`src/rtl/alu_share_arbiter.sv`:
```
// Round-robin arbiter that shares one combinational ALU between two valid/ready requesters.
// Each transaction goes IDLE (accept) -> EXEC (drive ALU) -> RESP (hold result until taken).
module alu_share_arbiter #(
    parameter int DATA_WIDTH    = 32,
    parameter int OPCODE_LENGTH = 4
) (
    input  logic                     clk,
    input  logic                     reset,
    input  logic                     req0_valid,
    output logic                     req0_ready,
    input  logic [DATA_WIDTH-1:0]    req0_srca,
    input  logic [DATA_WIDTH-1:0]    req0_srcb,
    input  logic [OPCODE_LENGTH-1:0] req0_op,
    output logic                     rsp0_valid,
    input  logic                     rsp0_ready,
    output logic [DATA_WIDTH-1:0]    rsp0_result,
    output logic                     rsp0_err,
    input  logic                     req1_valid,
    output logic                     req1_ready,
    input  logic [DATA_WIDTH-1:0]    req1_srca,
    input  logic [DATA_WIDTH-1:0]    req1_srcb,
    input  logic [OPCODE_LENGTH-1:0] req1_op,
    output logic                     rsp1_valid,
    input  logic                     rsp1_ready,
    output logic [DATA_WIDTH-1:0]    rsp1_result,
    output logic                     rsp1_err,
    output logic [DATA_WIDTH-1:0]    alu_srca,
    output logic [DATA_WIDTH-1:0]    alu_srcb,
    output logic [OPCODE_LENGTH-1:0] alu_op,
    input  logic [DATA_WIDTH-1:0]    alu_result,
    output logic                     busy
);

    typedef enum logic [1:0] {
        S_IDLE = 2'd0,
        S_EXEC = 2'd1,
        S_RESP = 2'd2
    } state_t;

    state_t                   r_state;
    state_t                   w_state_nxt;
    logic                     r_last_grant;
    logic                     r_owner;
    logic [DATA_WIDTH-1:0]    r_srca;
    logic [DATA_WIDTH-1:0]    r_srcb;
    logic [OPCODE_LENGTH-1:0] r_op;
    logic [DATA_WIDTH-1:0]    r_result;
    logic                     r_err;
    logic                     w_gnt0;
    logic                     w_gnt1;
    logic                     w_rsp_ack;

    function automatic logic is_illegal(input logic [OPCODE_LENGTH-1:0] op);
        return (op == OPCODE_LENGTH'(4'b1101)) || (op == OPCODE_LENGTH'(4'b1111));
    endfunction

    assign w_rsp_ack = r_owner ? rsp1_ready : rsp0_ready;

    always_comb begin
        w_state_nxt = r_state;
        w_gnt0      = 1'b0;
        w_gnt1      = 1'b0;
        case (r_state)
            S_IDLE: begin
                // On contention the requester that did not win last time goes first.
                if (req0_valid && (!req1_valid || r_last_grant)) begin
                    w_gnt0 = 1'b1;
                end else if (req1_valid) begin
                    w_gnt1 = 1'b1;
                end
                if (w_gnt0 || w_gnt1) begin
                    w_state_nxt = S_EXEC;
                end
            end
            S_EXEC: w_state_nxt = S_RESP;
            S_RESP: begin
                if (w_rsp_ack) begin
                    w_state_nxt = S_IDLE;
                end
            end
            default: w_state_nxt = S_IDLE;
        endcase
    end

    always_ff @(posedge clk) begin
        if (reset) begin
            r_state      <= S_IDLE;
            r_last_grant <= 1'b1;
            r_owner      <= 1'b0;
            r_srca       <= '0;
            r_srcb       <= '0;
            r_op         <= '0;
            r_result     <= '0;
            r_err        <= 1'b0;
        end else begin
            r_state <= w_state_nxt;
            if (w_gnt0 || w_gnt1) begin
                r_srca       <= w_gnt1 ? req1_srca : req0_srca;
                r_srcb       <= w_gnt1 ? req1_srcb : req0_srcb;
                r_op         <= w_gnt1 ? req1_op   : req0_op;
                r_owner      <= w_gnt1;
                r_last_grant <= w_gnt1;
            end
            if (r_state == S_EXEC) begin
                if (is_illegal(r_op)) begin
                    r_result <= '0;
                    r_err    <= 1'b1;
                end else begin
                    r_result <= alu_result;
                    r_err    <= 1'b0;
                end
            end
        end
    end

    // ALU inputs always come from the latched registers so they never follow requester ports.
    assign alu_srca    = r_srca;
    assign alu_srcb    = r_srcb;
    assign alu_op      = r_op;

    assign req0_ready  = w_gnt0;
    assign req1_ready  = w_gnt1;
    assign busy        = (r_state != S_IDLE);

    assign rsp0_valid  = (r_state == S_RESP) && !r_owner;
    assign rsp1_valid  = (r_state == S_RESP) &&  r_owner;
    assign rsp0_result = rsp0_valid ? r_result : '0;
    assign rsp1_result = rsp1_valid ? r_result : '0;
    assign rsp0_err    = rsp0_valid && r_err;
    assign rsp1_err    = rsp1_valid && r_err;

endmodule
```
`config.mk`:
```
export PLATFORM = sky130hd
export DESIGN_NAME = alu_share_arbiter
export DESIGN_NICKNAME = d
export VERILOG_FILES = /design/src/rtl/alu_share_arbiter.sv
export SDC_FILE = /design/constraint.sdc
export NUM_CORES = 1
export LEC_CHECK = 0
export ABC_AREA = 1
export BUFFER_PORTS_ARGS = -buffer_cell sky130_fd_sc_hd__buf_2
export CORE_AREA = 2 2 120 122
export CTS_CLUSTER_DIAMETER = 30
export DETAILED_ROUTE_END_ITERATION = 12
export DIE_AREA = 0 0 122 124
export GPL_TIMING_DRIVEN = 0
export HOLD_SLACK_MARGIN = 0.03
export PLACE_DENSITY = 0.77
export SLEW_MARGIN = 20
export SYNTH_ARGS = -nofsm -noshare
export SYNTH_HDL_FRONTEND = slang
export SYNTH_SLANG_ARGS = --single-unit
```
`constraint.sdc`:
```
create_clock -name clk -period 1.9 [get_ports clk]
set_input_delay 0.095 -clock clk [delete_from_list [all_inputs] [get_ports clk]]
set_output_delay 0.095 -clock clk [all_outputs]
set_load 0.02 [all_outputs]
```
**Word level (Yosys, flattened, before mapping)**

Cells that the tools add are included.
Widths: inputs -> output; s select.

- Output and inout bits: 139
- Bits of input ports: 174
- Word-level logic and storage cells: 46
- Register bits: 105

- Reductions and logical operators: 14
- Equality and inequality tests: 6
- Mux-type cells: 18

Operators by type and width:

| kind | number |
|---|---|
| $mux 32 | 5 |
| $mux 1 | 9 |
| $eq 4x4->1 const B | 2 |
| $pmux 2 s3 | 1 |
| $logic_and 1x1->1 | 5 |
| $logic_or 1x1->1 | 4 |
| $mux 2 | 2 |
| $mux 4 | 1 |
| $ne 2x2->1 const B | 2 |
| $eq 2x1->1 const B | 1 |
| $eq 2x2->1 const B | 1 |
| $logic_not 1->1 | 2 |
| $logic_not 2->1 | 1 |
| $reduce_and 2->1 | 1 |
| $reduce_bool 2->1 | 1 |

**Longest topological paths before layout**

- Depth in word-level cells: 8
- Depth in mapped cells: 7
- Mapped depth without buffers: 6

**Worst setup path after synthesis**

No wires, ideal clock.

- Path type: register to output
- From: reg r_state[1]
- To: out rsp0_result[11]
- Required time: 1805 ps
- Path buffers: 1
- Arrival time: 1492 ps
- Cell stages (with the launch flop): 6
- Path slack: 313 ps
- Path through: dfxtp_1 -> nand2_1 -> nor2_1 -> inv_1 -> buf_1 -> nor2_1

- Cells in the longest elaborated chain, start to end: 3

RTL lines:

| what | line | source |
|---|---|---|
| start: declaration | 40 | `state_t r_state;` |
| start signal: assignment | 96 | `r_state <= w_state_nxt;` |
| $eq 2x2->1 | 125 | `assign rsp0_valid = (r_state == S_RESP) && !r_owner;` |
| $logic_and 1x1->1 | 125 |  |
| via rsp0_valid | 14 | `output logic rsp0_valid,` |
| $mux 32 | 127 | `assign rsp0_result = rsp0_valid ? r_result : '0;` |
| end: declaration | 16 | `output logic [DATA_WIDTH-1:0] rsp0_result,` |

The timed path passes the listed nets, and every way through them passes these cells.

**Worst setup path in the final report**

- From: reg r_state[1]
- To: out req1_ready

- Cells in the longest elaborated chain, start to end: 2

RTL lines:

| what | line | source |
|---|---|---|
| $logic_not 2->1 | 63 | `case (r_state)` |
| $mux 1 | 63 |  |
| end: declaration | 19 | `output logic req1_ready,` |

No other way between the ends.

==> summary.txt <==
Site Rows - 43
Met3 Use GR - 0.0650
Largest cells by area after synthesis - dfxtp_1 36%, nand2_1 17%, inv_1 16%, nand3_1 12%, a21oi_1 8.9%
FFs w/ async S/R, synth - 0
CP endpoint kind - output port
DR vias - 7,226
Power density cells - 793 nW/um2
Vias per cell - 4.65
DR DRC count - 0
Setup total negative slack - 0 ns
CTS buffer count - 9
Pint - 4.24 mW
Yosys top cell by area - dfxtp_1
Sw Ratio - 0.358
Fmax - 0.543 GHz
Worst-margin pin slew - 0.575 ns
Initial antenna violation count - 3
Hold Path Class - primary input to register
Post-layout util - 0.606
Die W - 122 um
Synthesized instance count - 1,010
GR Overflow Total - 0
CTS H-Tree Depth - 3
Initial drt markers - 402
Aggregate global-route resource usage - 0.260
Top fanout value on the critical path - 10
Post-synth EDFFs - 0
Dpl hpwl - 15.5 mm
Final period utilization - 0.970
Worst-path clk slew - 0.07 ns
Sequential area share after synthesis - 0.359
Fin. max-slew vios - 0
FILL cells - 1,366
Max VDD drop - 0.000382 V
Synth Register Bits - 105
Hold Vio Cnt, Final - 0
Slew headroom - 0.617
Netlist cell types - 18
Core Box Area - 13,700 um2
I/O Pins - 313
Routed WL per cell - 13.1 um
Initial Util - 0.427
Clock sink count - 105
Area delta synth->final - 41.9%
Vias in the first global route - 6,447
Synth Area per Inst - 5.80 um2
Status - finished clean
Post-Synthesis Cell Area - 5860 um2
Drt pass-1 iters - 5
Grt met1 use - 0.285
DP Cell Count - 1,501
Root Driver - clkbuf_16
Top_reg_cell synth - dfxtp_1
Sequential Power Share - 0.396
Detailed Route WL - 20.4 mm
Setup crit start kind - register
Buffers on Ports - 311
First-pass GRT wire length - 30.8 mm
Top Usage Layer GRT - met2
NumNets Final - 1,542
Commonest cells post-synth - 273 x nand2_1, 247 x inv_1, 139 x nand3_1, 105 x dfxtp_1, 104 x a21oi_1
Die area - 15,100 um2
Synth Net Count - 1,184
NetSw - 2.36 mW
WP data arrival - 1.75 ns
Logic pwr share - 0.325
R2r setup slk - 0.25 ns
Routability cong. - 0.819
Post-DRT Antenna Nets - 0
Unrepaired setup endpoints after global routing - true
Multi-input gate area - 2570 um2
CP required - 1.80 ns
Finished Layout Cells - 1,555
Largest net degree at the start of global routing - 17
Layout cells sized above 1 - 0.264
Synth top area share - 0.359
Register area - 2100 um2
Share of total power in the clock network - 0.278
Synth warnings - 0
Final min period - 1.84 ns
Die H - 124 um
Skew final - 0.00773 ns
Met2 GRT Util - 0.485
Leakage - 4.98 nW
Most common cell in the synthesized netlist - nand2_1
Endpoints failing setup - 0
Max cap viols - 0
Maximum buffer depth of the clock tree - 2
Clk_lat worst skew - 0.35 ns
CP Class - register to output port
CTS tree - yes
## sequential cells by signal (all words and copies together), names as in the netlist
signal	cells
alu_op	4
r_err	1
r_state	2
alu_srca	32
r_last_grant	1
r_owner	1
r_result	32
alu_srcb	32
## critical path, stage by stage, from the launching register on
cell and delay [ns]:
dfxtp_2 0.35, nor2_4 0.24, nand2_2 0.20, buf_2 0.23, inv_1 0.17, buf_2 0.20
## final timing paths
| check | startpoint | to | cells past startpoint |
|---|---|---|---|
| max | r_state[1] | req1_ready | 5 |
| min | req0_srca[14] | alu_srca[14] | 5 |
| max reg2reg | r_state[0] | alu_srcb[23] | 8 |
| min reg2reg | r_result[3] | r_result[3] | 2 |
## layout by cell type (no fill, tap or decap), drive strengths merged, types with 2 or more instances in the layout
cell,n
nand3,140
a21oi,105
dlygate4sd3,32
dfxtp,105
inv,248
nor2,70
nand2,274
clkbuf,57
clkinv,4
diode,2
buf,335
## timing repair
item                       4_1_cts  5_1_grt
hold buffers                    32        0
buffers inserted                 2        2
hold endpoints to repair        32        0
setup endpoints to repair       13       32
resized for setup                5        9
pin swaps                        1        1
## metal layers
layer	up-vias	part of all wire
met3	37	0.081
met5	-	0.00039
li1	3709	-
met2	304	0.50
met1	3174	0.40
met4	2	0.025
## power by group through the flow
stage,Sequential (mW),Clock (mW),Combinational (mW)
after floorplan,2.90,0,1.06
after detailed placement,2.66,0,2.06
after CTS,2.61,1.87,2.14
after global placement,2.65,0,2.05
after global routing,2.65,1.96,2.39
final,2.62,1.84,2.15
## layout make-up
class / instances / share of cell area
clock buffer: 12 / 0.0320
inverter: 249 / 0.112
clock inverter: 4 / 0.00316
antenna: 2 / 0.000602
timing repair buffer: 347 / 0.229
multi-input combinational: 591 / 0.309
buffer: 65 / 0.0340
tap: 180 / 0.0271
sequential: 105 / 0.253
## stage by stage
step	power, mW	setup WS, ns	hold slack, ns	cell area [um2]
floorplan	3.97	0.313	0.239	5860
global placement	4.70	0.133	0.345	7640
detailed placement	4.72	0.124	0.351	7640
CTS	6.62	0.0111	0.0430	8290
global route	7.00	-0.0271	0.0647	8320
finish	6.60	0.0577	0.0537	8320
## kinds of logic after synthesis
logic type,count (synthesis),share of synthesized area
compound gates,107,0.0929
buf+inv,314,0.206
flops,105,0.359
simple gates,484,0.342
Note: power is estimated with default switching activity, not from simulation.
